**src/rtl/ctrl_pkg.sv**
```systemverilog
// Shared constants, state enum and instruction classes for the multicycle controller.
package ctrl_pkg;

  localparam logic [5:0] OP_RTYPE = 6'b000000;
  localparam logic [5:0] OP_LW    = 6'b100011;
  localparam logic [5:0] OP_SW    = 6'b101011;
  localparam logic [5:0] OP_BEQ   = 6'b000100;
  localparam logic [5:0] OP_J     = 6'b000010;

  localparam logic [5:0] FN_ADD = 6'b100000;
  localparam logic [5:0] FN_SUB = 6'b100010;
  localparam logic [5:0] FN_AND = 6'b100100;
  localparam logic [5:0] FN_OR  = 6'b100101;
  localparam logic [5:0] FN_MUL = 6'b011000;
  localparam logic [5:0] FN_DIV = 6'b011010;

  localparam logic [3:0] ALU_ADD = 4'd0;
  localparam logic [3:0] ALU_SUB = 4'd1;
  localparam logic [3:0] ALU_MUL = 4'd2;
  localparam logic [3:0] ALU_DIV = 4'd3;
  localparam logic [3:0] ALU_AND = 4'd4;
  localparam logic [3:0] ALU_OR  = 4'd5;

  localparam logic [1:0] PC_INC    = 2'b00;
  localparam logic [1:0] PC_BRANCH = 2'b01;
  localparam logic [1:0] PC_JUMP   = 2'b10;

  localparam logic TRAP_ILLEGAL = 1'b0;
  localparam logic TRAP_TIMEOUT = 1'b1;

  typedef enum logic [2:0] {
    S_FETCH, S_DECODE, S_EXEC, S_MEM_RD, S_MEM_WR, S_WB, S_TRAP
  } state_t;

  typedef enum logic [2:0] {
    C_R, C_LW, C_SW, C_BEQ, C_J, C_ILL
  } iclass_t;

endpackage

```
**src/rtl/ctrl_decode.sv**
```systemverilog
// Combinational opcode/funct decoder: instruction class, ALU select and legality.
module ctrl_decode
  import ctrl_pkg::*;
#(
  parameter int OPW = 6,
  parameter int FNW = 6,
  parameter int ASW = 4
) (
  input  logic [OPW-1:0] opcode,
  input  logic [FNW-1:0] funct,
  output iclass_t        iclass,
  output logic [ASW-1:0] alu_sel,
  output logic           legal
);

  always_comb begin
    iclass  = C_ILL;
    alu_sel = '0;
    legal   = 1'b0;
    case (opcode)
      OPW'(OP_RTYPE): begin
        iclass = C_R;
        legal  = 1'b1;
        // Unrecognised funct codes fall back to ADD.
        case (funct)
          FNW'(FN_SUB): alu_sel = ASW'(ALU_SUB);
          FNW'(FN_AND): alu_sel = ASW'(ALU_AND);
          FNW'(FN_OR):  alu_sel = ASW'(ALU_OR);
          FNW'(FN_MUL): alu_sel = ASW'(ALU_MUL);
          FNW'(FN_DIV): alu_sel = ASW'(ALU_DIV);
          default:      alu_sel = ASW'(ALU_ADD);
        endcase
      end
      OPW'(OP_LW): begin
        iclass  = C_LW;
        legal   = 1'b1;
        alu_sel = ASW'(ALU_ADD);
      end
      OPW'(OP_SW): begin
        iclass  = C_SW;
        legal   = 1'b1;
        alu_sel = ASW'(ALU_ADD);
      end
      OPW'(OP_BEQ): begin
        iclass  = C_BEQ;
        legal   = 1'b1;
        alu_sel = ASW'(ALU_SUB);
      end
      OPW'(OP_J): begin
        iclass = C_J;
        legal  = 1'b1;
      end
      default: ;
    endcase
  end

endmodule

```
**src/rtl/multicycle_control.sv**
```systemverilog
// Multicycle CPU control FSM with memory-wait timeout and sticky trap.
// Define PERF_CNT_EN to build the retired-instruction counter; otherwise retired is tied to 0.
// mem_ready handshake: a memory access is requested for as long as mem_read/mem_write is high
// and completes in the first cycle where mem_ready is sampled high alongside the strobe.
module multicycle_control
  import ctrl_pkg::*;
#(
  parameter int OPW         = 6,
  parameter int FNW         = 6,
  parameter int ASW         = 4,
  parameter int MEM_TIMEOUT = 16,
  parameter int CNTW        = 32
) (
  input  logic            clk,
  input  logic            reset,
  input  logic [OPW-1:0]  opcode,
  input  logic [FNW-1:0]  funct,
  input  logic            zero,
  input  logic            mem_ready,
  output logic            mem_read,
  output logic            mem_write,
  output logic            iord,
  output logic            ir_write,
  output logic            pc_write,
  output logic [1:0]      pc_select,
  output logic            reg_write,
  output logic            reg_dst,
  output logic            mem_to_reg,
  output logic            alu_src,
  output logic [ASW-1:0]  alu_sel,
  output logic            trap,
  output logic            trap_cause,
  output logic [CNTW-1:0] retired,
  output state_t          dbg_state
);

  localparam int WCW = $clog2(MEM_TIMEOUT + 1);

  state_t         state;
  logic [OPW-1:0] op_q;
  logic [FNW-1:0] fn_q;
  logic           cause_q;
  logic [WCW-1:0] wcnt;

  iclass_t        cls;
  logic [ASW-1:0] sel;
  logic           legal;
  logic           timeout;

  // One decoder: live fields while in DECODE, latched fields everywhere else.
  ctrl_decode #(.OPW(OPW), .FNW(FNW), .ASW(ASW)) u_decode (
    .opcode  ((state == S_DECODE) ? opcode : op_q),
    .funct   ((state == S_DECODE) ? funct  : fn_q),
    .iclass  (cls),
    .alu_sel (sel),
    .legal   (legal)
  );

  assign timeout = (wcnt == WCW'(MEM_TIMEOUT - 1));

  always_ff @(posedge clk) begin
    if (reset) begin
      state   <= S_FETCH;
      op_q    <= '0;
      fn_q    <= '0;
      cause_q <= 1'b0;
      wcnt    <= '0;
    end else begin
      wcnt <= '0;
      case (state)
        S_FETCH: begin
          if (mem_ready) begin
            state <= S_DECODE;
          end else if (timeout) begin
            state   <= S_TRAP;
            cause_q <= TRAP_TIMEOUT;
          end else begin
            wcnt <= wcnt + 1'b1;
          end
        end
        S_DECODE: begin
          op_q <= opcode;
          fn_q <= funct;
          if (legal) begin
            state <= S_EXEC;
          end else begin
            state   <= S_TRAP;
            cause_q <= TRAP_ILLEGAL;
          end
        end
        S_EXEC: begin
          case (cls)
            C_R:     state <= S_WB;
            C_LW:    state <= S_MEM_RD;
            C_SW:    state <= S_MEM_WR;
            default: state <= S_FETCH;
          endcase
        end
        S_MEM_RD, S_MEM_WR: begin
          if (mem_ready) begin
            state <= (state == S_MEM_RD) ? S_WB : S_FETCH;
          end else if (timeout) begin
            state   <= S_TRAP;
            cause_q <= TRAP_TIMEOUT;
          end else begin
            wcnt <= wcnt + 1'b1;
          end
        end
        S_WB:    state <= S_FETCH;
        S_TRAP:  state <= S_TRAP;
        default: state <= S_FETCH;
      endcase
    end
  end

  always_comb begin
    mem_read   = 1'b0;
    mem_write  = 1'b0;
    iord       = 1'b0;
    ir_write   = 1'b0;
    pc_write   = 1'b0;
    pc_select  = PC_INC;
    reg_write  = 1'b0;
    reg_dst    = 1'b0;
    mem_to_reg = 1'b0;
    alu_src    = 1'b0;
    alu_sel    = '0;
    trap       = 1'b0;
    trap_cause = 1'b0;
    if (!reset) begin
      case (state)
        S_FETCH: begin
          mem_read = 1'b1;
          if (mem_ready) begin
            ir_write = 1'b1;
            pc_write = 1'b1;
          end
        end
        S_EXEC: begin
          alu_sel = sel;
          alu_src = (cls == C_LW) || (cls == C_SW);
          if (cls == C_BEQ) begin
            pc_select = PC_BRANCH;
            pc_write  = zero;
          end else if (cls == C_J) begin
            pc_select = PC_JUMP;
            pc_write  = 1'b1;
          end
        end
        S_MEM_RD: begin
          mem_read = 1'b1;
          iord     = 1'b1;
        end
        S_MEM_WR: begin
          mem_write = 1'b1;
          iord      = 1'b1;
        end
        S_WB: begin
          reg_write  = 1'b1;
          reg_dst    = (cls == C_R);
          mem_to_reg = (cls == C_LW);
        end
        S_TRAP: begin
          trap       = 1'b1;
          trap_cause = cause_q;
        end
        default: ;
      endcase
    end
  end

  assign dbg_state = reset ? S_FETCH : state;

`ifdef PERF_CNT_EN
  logic            retire;
  logic [CNTW-1:0] ret_q;

  assign retire = (state == S_WB)
               || ((state == S_EXEC) && ((cls == C_BEQ) || (cls == C_J)))
               || ((state == S_MEM_WR) && mem_ready);

  always_ff @(posedge clk) begin
    if (reset) ret_q <= '0;
    else if (retire) ret_q <= ret_q + 1'b1;
  end

  assign retired = reset ? '0 : ret_q;
`else
  assign retired = '0;
`endif

endmodule

```
**config.mk**
```make
export PLATFORM = sky130hd
export DESIGN_NAME = multicycle_control
export DESIGN_NICKNAME = d
export VERILOG_FILES = /design/src/rtl/ctrl_pkg.sv /design/src/rtl/ctrl_decode.sv /design/src/rtl/multicycle_control.sv
export SDC_FILE = /design/constraint.sdc
export NUM_CORES = 1
export LEC_CHECK = 0
export BUFFER_PORTS_ARGS = -buffer_cell sky130_fd_sc_hd__buf_4
export CAP_MARGIN = 20
export CORE_MARGIN = 2
export CORE_UTILIZATION = 40
export DETAILED_ROUTE_END_ITERATION = 10
export PLACE_DENSITY = 0.69
export SLEW_MARGIN = 15
export SYNTH_ARGS = -nofsm -noshare
export SYNTH_HDL_FRONTEND = slang
export SYNTH_SLANG_ARGS = --single-unit
```
**constraint.sdc**
```tcl
create_clock -name clk -period 5.2 [get_ports clk]
set_input_delay 0.78 -clock clk [delete_from_list [all_inputs] [get_ports clk]]
set_output_delay 0.78 -clock clk [all_outputs]
set_load 0.02 [all_outputs]
```
* Yosys cells after proc, flatten, opt, wreduce, memory -nomap -nowiden *
Cells that the tools add are included.

storage, ports and cells
  register bits = 21
  latch bits = 0
  bits in writable memories = 0
  memory bits (read-only) = 0
  bits of input ports = 16
  output and inout bits = 52
  word-level logic and storage cells = 90
  memories kept = 0

cells by class
  add/sub/neg operators = 1
  multiply operators = 0
  div/mod/pow operators = 0
  order comparisons = 0
  equality and inequality tests = 23
  shift operators = 0
  multiplexer cells = 49
  bitwise logic cells = 1
  reduce and logical (&&, ||, !) cells = 11

operator list
  cell                                                             count
  3-bit one-hot mux with 5 select lines                            3
  6-bit == test, second input constant                             5
  1-bit two-way mux                                                28
  3-bit two-way mux                                                6
  3-bit by 2-bit == test with 1-bit output, second input constant  4
  3-bit == test, second input constant                             4
  6-bit by 5-bit == test with 1-bit output, second input constant  2
  6-bit two-way mux                                                2
  3-bit one-hot mux with 3 select lines                            1
  2-bit two-way mux                                                4
  4-bit two-way mux                                                2
  4-bit one-hot mux with 2 select lines                            1
  3-bit by 1-bit == test with 1-bit output, second input constant  2
  6-bit by 2-bit == test with 1-bit output, second input constant  1
  6-bit by 3-bit == test with 1-bit output, second input constant  1
  3-bit zero test                                                  2
  6-bit zero test                                                  1
  5-bit by 1-bit adder with 5-bit output, second input constant    1
  5-bit by 4-bit == test with 1-bit output, second input constant  1
  5-bit OR reduction                                               1
  2-bit != test, second input constant                             2
  1-bit one-hot mux with 2 select lines                            2
  4-bit AND reduction                                              1
  2-bit OR reduction                                               2
  6 further kinds                                                  6

* Longest topological paths before layout *
Gate-level depths: netlist of run 1.

  depth in word-level cells = 9
  gate-level depth with buffers = 7
  depth with buffers taken out = 7

* By module *
A second synthesis of run 1 with hierarchy kept.

second synthesis, totals
  cell total of the unflattened synthesis = 192
  area, all modules = 1665.3 sq um

by module, submodules not included
  module              times used  cells an instance  area an instance (sq um)
  multicycle_control  1           164                1490.2
  ctrl_decode         1           28                 175.2

* Worst setup path before layout of run 1 *
Ideal clock, no wire load.

  kind = input to output
  start point = input reset
  end point = output pc_write
  arrival = 2.439 ns
  required time = 4.420 ns
  slack = 1.981 ns
  stages on the path = 4
  cell sequence = or4b_4 nor3_1 a21boi_0 a211o_1

between the ends
  word-level cells in the longest chain between the ends = 1

RTL lines
  item                RTL line                   source
  start: declaration  multicycle_control.sv:15   input logic reset,
  1-bit two-way mux   multicycle_control.sv:130  if (!reset) begin
  end: declaration    multicycle_control.sv:24   output logic pc_write,

No other way between the ends.

* Worst setup path in the final report of run 1 *
  start point = register state[0]
  end point = output alu_src

between the ends
  word-level cells in the longest chain between the ends = 8

RTL lines
  item                                                                                                         RTL line                   source
  start: declaration                                                                                           multicycle_control.sv:39   state_t state;
  start signal: assignment                                                                                     multicycle_control.sv:101  state <= (state == S_MEM_RD) ? S_WB : S_FETCH;
  3-bit by 1-bit == test with 1-bit output                                                                     multicycle_control.sv:52   .opcode ((state == S_DECODE) ? opcode : op_q),
  6-bit two-way mux                                                                                            n/a
  6-bit by 2-bit == test with 1-bit output (tied with other cells)                                             ctrl_decode.sv:20          case (opcode)
  3-bit one-hot mux with 5 select lines                                                                        ctrl_decode.sv:20
  3-bit by 1-bit == test with 1-bit output / 3-bit by 2-bit == test with 1-bit output (equally long branches)  multicycle_control.sv:141  alu_src = (cls == C_LW) || (cls == C_SW);
  1-bit logical OR                                                                                             multicycle_control.sv:141
  1-bit two-way mux *                                                                                          multicycle_control.sv:131  case (state)
  1-bit two-way mux *                                                                                          multicycle_control.sv:130
  end: declaration                                                                                             multicycle_control.sv:29   output logic alu_src,

Mark *: on every way between the ends. The rest lies on a longest branch, timed or not.

==> impl_metrics.csv, run 1 <==
group,metric,value,unit
setup_path,start_kind,"register",
yosys,synth_ff_type,"dfxtp_1",
detailed_routing,drt-pass1-iter-count,4,
global_routing,grt_pass1_wl,6420,um
cells_and_area,drive_gt1_share,20.8,%
clocking,cts_resized,0,
power,ir_drop,0.101,mV
global_routing,antenna_found_initial,0,
run_status,status,"complete, no violations",
global_routing,grt_max_degree,24,
timing,maxSlewViolCount,0,
timing,holdWs,0.449,ns
detailed_routing,ant_nets,0,
yosys,ys_warn_count,0,
die,die-area,4910,sq um
timing,grt_setup_unrepaired,"false",
timing,period_minus_slack,3.33,ns
setup_path,cp_top_family,"flip-flops",
cells_and_area,antenna_cells,0,
timing,finalHoldViolations,0,
worst_hold_path,hold_start,"wcnt[0]$_SDFF_PP0_",
die,die_h,70.1,um
clocking,cts-root-buf,"clkbuf_8",
clocking,clock_latency,0.27,ns
yosys,postSynthCellCount,230,
detailed_routing,drt-initial-drc-count,84,
setup_path,criticalPathCategory,"register to primary output",
die,core-area,4290,sq um
detailed_routing,wire_per_inst,12.6,um
timing,final.setup.tns,0,ns
yosys,synth_edf_count,0,
setup_path,rrSetupSlack,3.05,ns
clocking,tritoncts,"done",
clocking,cts_setup_buffers,0,
timing,post-route-period-util,64.1,%
detailed_routing,routed_wl,3880,um
worst_hold_path,whs_endpoint,"wcnt[0]$_SDFF_PP0_",
global_routing,grt_use_total,16.1,%
timing,relSlewSlack,60.2,%
setup_path,required,4.42,ns
worst_hold_path,min_delay_path_depth,1,
clocking,path_clk_slew,0.09,ns
detailed_routing,num_vias,1577,
clocking,cts_hold_buf,0,
setup_path,path_cells,"nor3b_2 > buf_4 > mux2i_1 > o21ai_1 > a221oi_2 > buf_4",
power,clock_power_share,21.0,%
power,switching_share,40.3,%
yosys,synth_cell_types,57,
cells_and_area,final_util,44.8,%
placed_design,dp_hpwl,2980,um
power,powerDensity,277,nW/um^2
setup_path,arrival,2.55,ns
power,intPower,0.000318,W
yosys,syn_avg_cell_area,7.60,sq um
flow_run,maxCapViolations,0,
clocking,ctsHtreeMaxLevel,1,
setup_path,reg2reg_depth,5,
timing,setup_violations,0,
yosys,ys_seq_area_share,24.1,%
power,p_comb_share,40.3,%
power,p_switching,0.000215,W
setup_path,crit_buf_inv,2,
setup_path,cp_max_fo,21,
detailed_routing,drt-vias-per-instance,5.14,
power,seqPwrFrac,38.8,%
timing,timing.fmax,300,MHz
clocking,clock-sinks,21,
timing,fin_skew,0.00831,ns
clocking,clockBufferDepth,2,
placed_design,portBuffers,34,
setup_path,slowest_delay,0.60,ns
yosys,synthArstFlopShare,0,%
global_routing,overflow,0,
setup_path,worst_path_most_repeated_cell,"buf_4",
cells_and_area,fin_nets,274,
cells_and_area,areaGrowthSynthToFinish,9.95,%
clocking,numCtsBuffers,3,
placed_design,place.gp.congestion,0.867,
die,start_util,40.7,%
die,pin_count,68,
die,std_cell_rows,24,
power,power.leakage,0.816,nW
timing,tightest_slew,0.597,ns
setup_path,slowest_stage,"dfxtp_1",
global_routing,grt_pass1_vias,1420,
power,totalPowerFinal,0.000533,W
worst_hold_path,hp-class,"register to register",
die,dieWidth,70.1,um
yosys,synth-seq-cells,21,
setup_path,timing.rr.end,"state[0]$_SDFF_PP0_",
detailed_routing,drc_errors,0,
yosys,mappedNetlistArea,1750,sq um
setup_path,rr_startpoint,"state[0]$_SDFF_PP0_",
setup_path,end_kind,"primary output",
[layout by cell type, fill, tap and decap left out, drive strengths merged, types with 3 or more instances in the layout]
master,synthesis,routed
or3,4,4
conb,1,33
mux2i,4,4
buf,41,35
nor3,7,7
nand2,24,24
a2111oi,3,3
nand3,6,6
inv,7,7
a211oi,3,3
dfxtp,21,21
nor2,27,27
nor3b,4,4
and3,7,7
nand4,3,3
o21ai,8,8
clkbuf,5,3
a21oi,13,13
or4,3,3
[worst max path at each step]
stage	depth (start not counted)	endpoint	startpoint
2_1_floorplan	4	pc_write	reset
4_1_cts	6	alu_src	state[0]$_SDFF_PP0_
3_5_place_dp	6	pc_write	reset
6_report	6	alu_src	state[0]$_SDFF_PP0_
3_3_place_gp	6	pc_write	reset
5_1_grt	6	alu_src	state[0]$_SDFF_PP0_
[Yosys cell counts, types with 3 or more instances]
master	count	area [sq um]
or3_1	4	25.0
nor2_1	26	97.6
nand3_1	6	30.0
nor3b_1	3	22.5
and3_1	7	43.8
nand2_1	24	90.1
buf_4	34	255
clkbuf_1	5	18.8
a21oi_1	13	65.1
o21ai_0	7	35.0
inv_1	7	26.3
dfxtp_1	21	420
buf_2	4	20.0
nor3_1	7	35.0
mux2i_1	4	40.0
nand4_1	3	18.8
[power by group through the flow]
stage | clock network (W) | logic [W] | registers (W)
floorplan | 0 | 0.000204 | 0.000190
global placement | 0 | 0.000212 | 0.000210
detailed placement | 0 | 0.000215 | 0.000210
CTS | 0.000113 | 0.000215 | 0.000206
global route | 0.000118 | 0.000236 | 0.000211
finish | 0.000112 | 0.000215 | 0.000207
[per-stage QoR]
stage          cell area [sq um]  setup WS, ns  cells
6_report                    1920          1.87    307
5_1_grt                     1920          1.68    307
2_1_floorplan               1870          1.98    262
3_3_place_gp                1880          1.99    303
3_5_place_dp                1880          1.94    303
4_1_cts                     1920          1.88    307
[layer usage]
layer | up-vias | GRT usage, % | wire (um)
li1 | 803 | - | -
met1 | 719 | 20.2 | 1780
met2 | 49 | 26.0 | 1810
met3 | 6 | 3.32 | 210
met4 | 0 | 8.12 | 86
met5 | - | 0 | 0
[cells by family (layout without fill, tap and decap cells)]
kind of cell / count (synthesis) / in the layout / synth area share (%)
compound gates: 46 / 46 / 20.0
mux: 5 / 5 / 2.93
buf+inv: 53 / 46 / 19.8
flops: 21 / 21 / 24.1
xor+xnor: 2 / 2 / 1.00
simple gates: 100 / 100 / 30.6
fa+ha+maj: 2 / 2 / 1.43
other cells: 1 / 33 / 0.215
[cell type report]
class,count,area (sq um)
Timing Repair Buffer,35,263
Inverter,7,26.3
Clock buffer,3,41.3
Fill cell,482,2370
Tap cell,52,65.1
Sequential cell,21,420
Clock inverter,1,5.00
Multi-Input combinational cell,188,1100
[sequential cells by signal, indices dropped and copies added (netlist names)]
register / cells
cause_q: 1
fn_q: 6
op_q: 6
state: 3
wcnt: 5
(Power assumes the default switching activity.)
==> run 2: changes to the inputs <==
Settings changed: PLACE_DENSITY 0.69 to 0.71.
Clock period 5.2 ns to 2.8 ns, I/O delays scaled along.
==> impl_metrics.csv, run 2 (synthesis results as in run 1) <==
group,metric,value,unit
run_status,status,"complete, no violations",
placed_design,dp_hpwl,3020,um
detailed_routing,drc_errors,0,
detailed_routing,drt-vias-per-instance,5.12,
clocking,cts_setup_buffers,0,
timing,period_minus_slack,2.67,ns
global_routing,grt_use_total,15.8,%
cells_and_area,fin_nets,279,
placed_design,place.gp.congestion,0.862,
power,intPower,0.000610,W
power,clock_power_share,20.0,%
detailed_routing,wire_per_inst,12.3,um
cells_and_area,n_fill_cell,463,
setup_path,cp_max_fo,20,
setup_path,start_kind,"register",
detailed_routing,num_vias,1596,
clocking,clock_latency,0.26,ns
setup_path,reg2reg_depth,5,
cells_and_area,drive_gt1_share,22.3,%
clocking,clockBufferDepth,2,
clocking,cts-root-buf,"clkbuf_8",
die,dieWidth,70.1,um
flow_run,maxCapViolations,0,
setup_path,rr_startpoint,"state[2]$_SDFF_PP0_",
timing,relSlewSlack,66.6,%
setup_path,criticalPathCategory,"register to primary output",
power,switching_share,39.5,%
placed_design,portBuffers,34,
clocking,cts_resized,0,
cells_and_area,final_common_cell,"buf_4",
die,core-area,4290,sq um
detailed_routing,ant_nets,0,
timing,final.setup.tns,0,ns
clocking,ctsHtreeMaxLevel,1,
timing,setup_ws,0.130,ns
timing,maxSlewViolCount,0,
power,p_switching,0.000398,W
worst_hold_path,hold_start,"funct[5]",
setup_path,rrSetupSlack,0.90,ns
global_routing,grt_pass1_vias,1467,
timing,fin_skew,0.00307,ns
clocking,clock-sinks,21,
global_routing,antenna_found_initial,0,
setup_path,arrival,2.25,ns
timing,post-route-period-util,95.4,%
cells_and_area,final_cell_mix,"buf_4, conb_1, nor2_1, nand2_1, dfxtp_1",
global_routing,grt_max_degree,23,
detailed_routing,drt-initial-drc-count,100,
global_routing,overflow,0,
timing,tightest_slew,0.500,ns
cells_and_area,reg_top3,"fn_q (6), op_q (6), wcnt (5)",
power,power.leakage,0.845,nW
clocking,numCtsBuffers,3,
die,die-area,4910,sq um
cells_and_area,final_util,45.9,%
placed_design,dp_slack,0.327,ns
worst_hold_path,min_delay_path_depth,3,
detailed_routing,routed_wl,3840,um
worst_hold_path,hp-class,"input port to register",
cells_and_area,areaGrowthSynthToFinish,12.8,%
power,ir_drop,0.148,mV
clocking,tritoncts,"done",
power,powerDensity,511,nW/um^2
timing,grt_setup_unrepaired,"false",
global_routing,grt_pass1_wl,6410,um
timing,timing.fmax,375,MHz
die,start_util,40.7,%
setup_path,timing.rr.end,"state[0]$_SDFF_PP0_",
power,p_comb_share,43.6,%
die,std_cell_rows,24,
worst_hold_path,whs_endpoint,"fn_q[5]$_SDFF_PP0_",
timing,setup_violations,0,
cells_and_area,antenna_cells,0,
clocking,cts_hold_buf,0,
setup_path,required,2.38,ns
power,seqPwrFrac,36.4,%
clocking,path_clk_slew,0.08,ns
die,die_h,70.1,um
die,pin_count,68,
detailed_routing,drt-pass1-iter-count,4,
setup_path,end_kind,"primary output",
timing,finalHoldViolations,0,
-- run 2: changes by cell type in the layout (fill, tap and decap cells not counted), sizes merged --
cell	delta
buf	+5
-- run 2: power by group through the flow --
stage | clock network (W) | logic, W | registers [W]
final | 0.000202 | 0.000440 | 0.000367
after global routing | 0.000219 | 0.000487 | 0.000371
after CTS | 0.000207 | 0.000440 | 0.000366
after detailed placement | 0 | 0.000439 | 0.000373
after global placement | 0 | 0.000435 | 0.000373
after floorplan | 0 | 0.000380 | 0.000353
-- run 2: per-layer routing --
metal,global-route usage (%),vias to the layer above,wire [um]
met4,5.77,0,59
met5,0,-,0
met2,27.6,53,1850
li1,-,805,-
met3,2.45,6,219
met1,19.6,732,1710
-- run 2: worst max-delay path by stage --
| stage | start | to | slack (ns) | cells past startpoint |
|---|---|---|---|---|
| after floorplan | reset | pc_write | 0.30 | 4 |
| after global placement | reset | pc_write | 0.36 | 6 |
| after detailed placement | opcode[2] | alu_src | 0.33 | 6 |
| after CTS | state[2]$_SDFF_PP0_ | pc_write | 0.12 | 5 |
| after global routing | state[2]$_SDFF_PP0_ | alu_src | 0.02 | 6 |
| final | state[2]$_SDFF_PP0_ | alu_src | 0.13 | 6 |
-- run 2: final cells by class --
class | count | area (sq um) | area share, %
well taps | 52 | 65.1 | 3.30
clock buffers | 3 | 41.3 | 2.09
repair buffers | 40 | 313 | 15.9
clock inverters | 1 | 5.00 | 0.254
flip-flops and latches | 21 | 420 | 21.3
inverters | 7 | 26.3 | 1.33
multi-input cells | 188 | 1100 | 55.8
-- run 2: critical path, cell delays in order, from the launching register on --
cell and delay (ns):
dfxtp_1 0.58, nor3b_2 0.14, buf_12 0.18, a2111oi_1 0.41, o21ai_1 0.21, a221oi_2 0.28
buf_4 0.18
-- run 2: per-stage QoR --
step	hold WS [ns]	instance area (sq um)	std cells	power [W]
2_1_floorplan	0.418	1870	262	0.000733
3_3_place_gp	0.434	1930	308	0.000808
3_5_place_dp	0.440	1930	308	0.000812
4_1_cts	0.418	1970	312	0.00101
5_1_grt	0.438	1970	312	0.00108
6_report	0.422	1970	312	0.00101
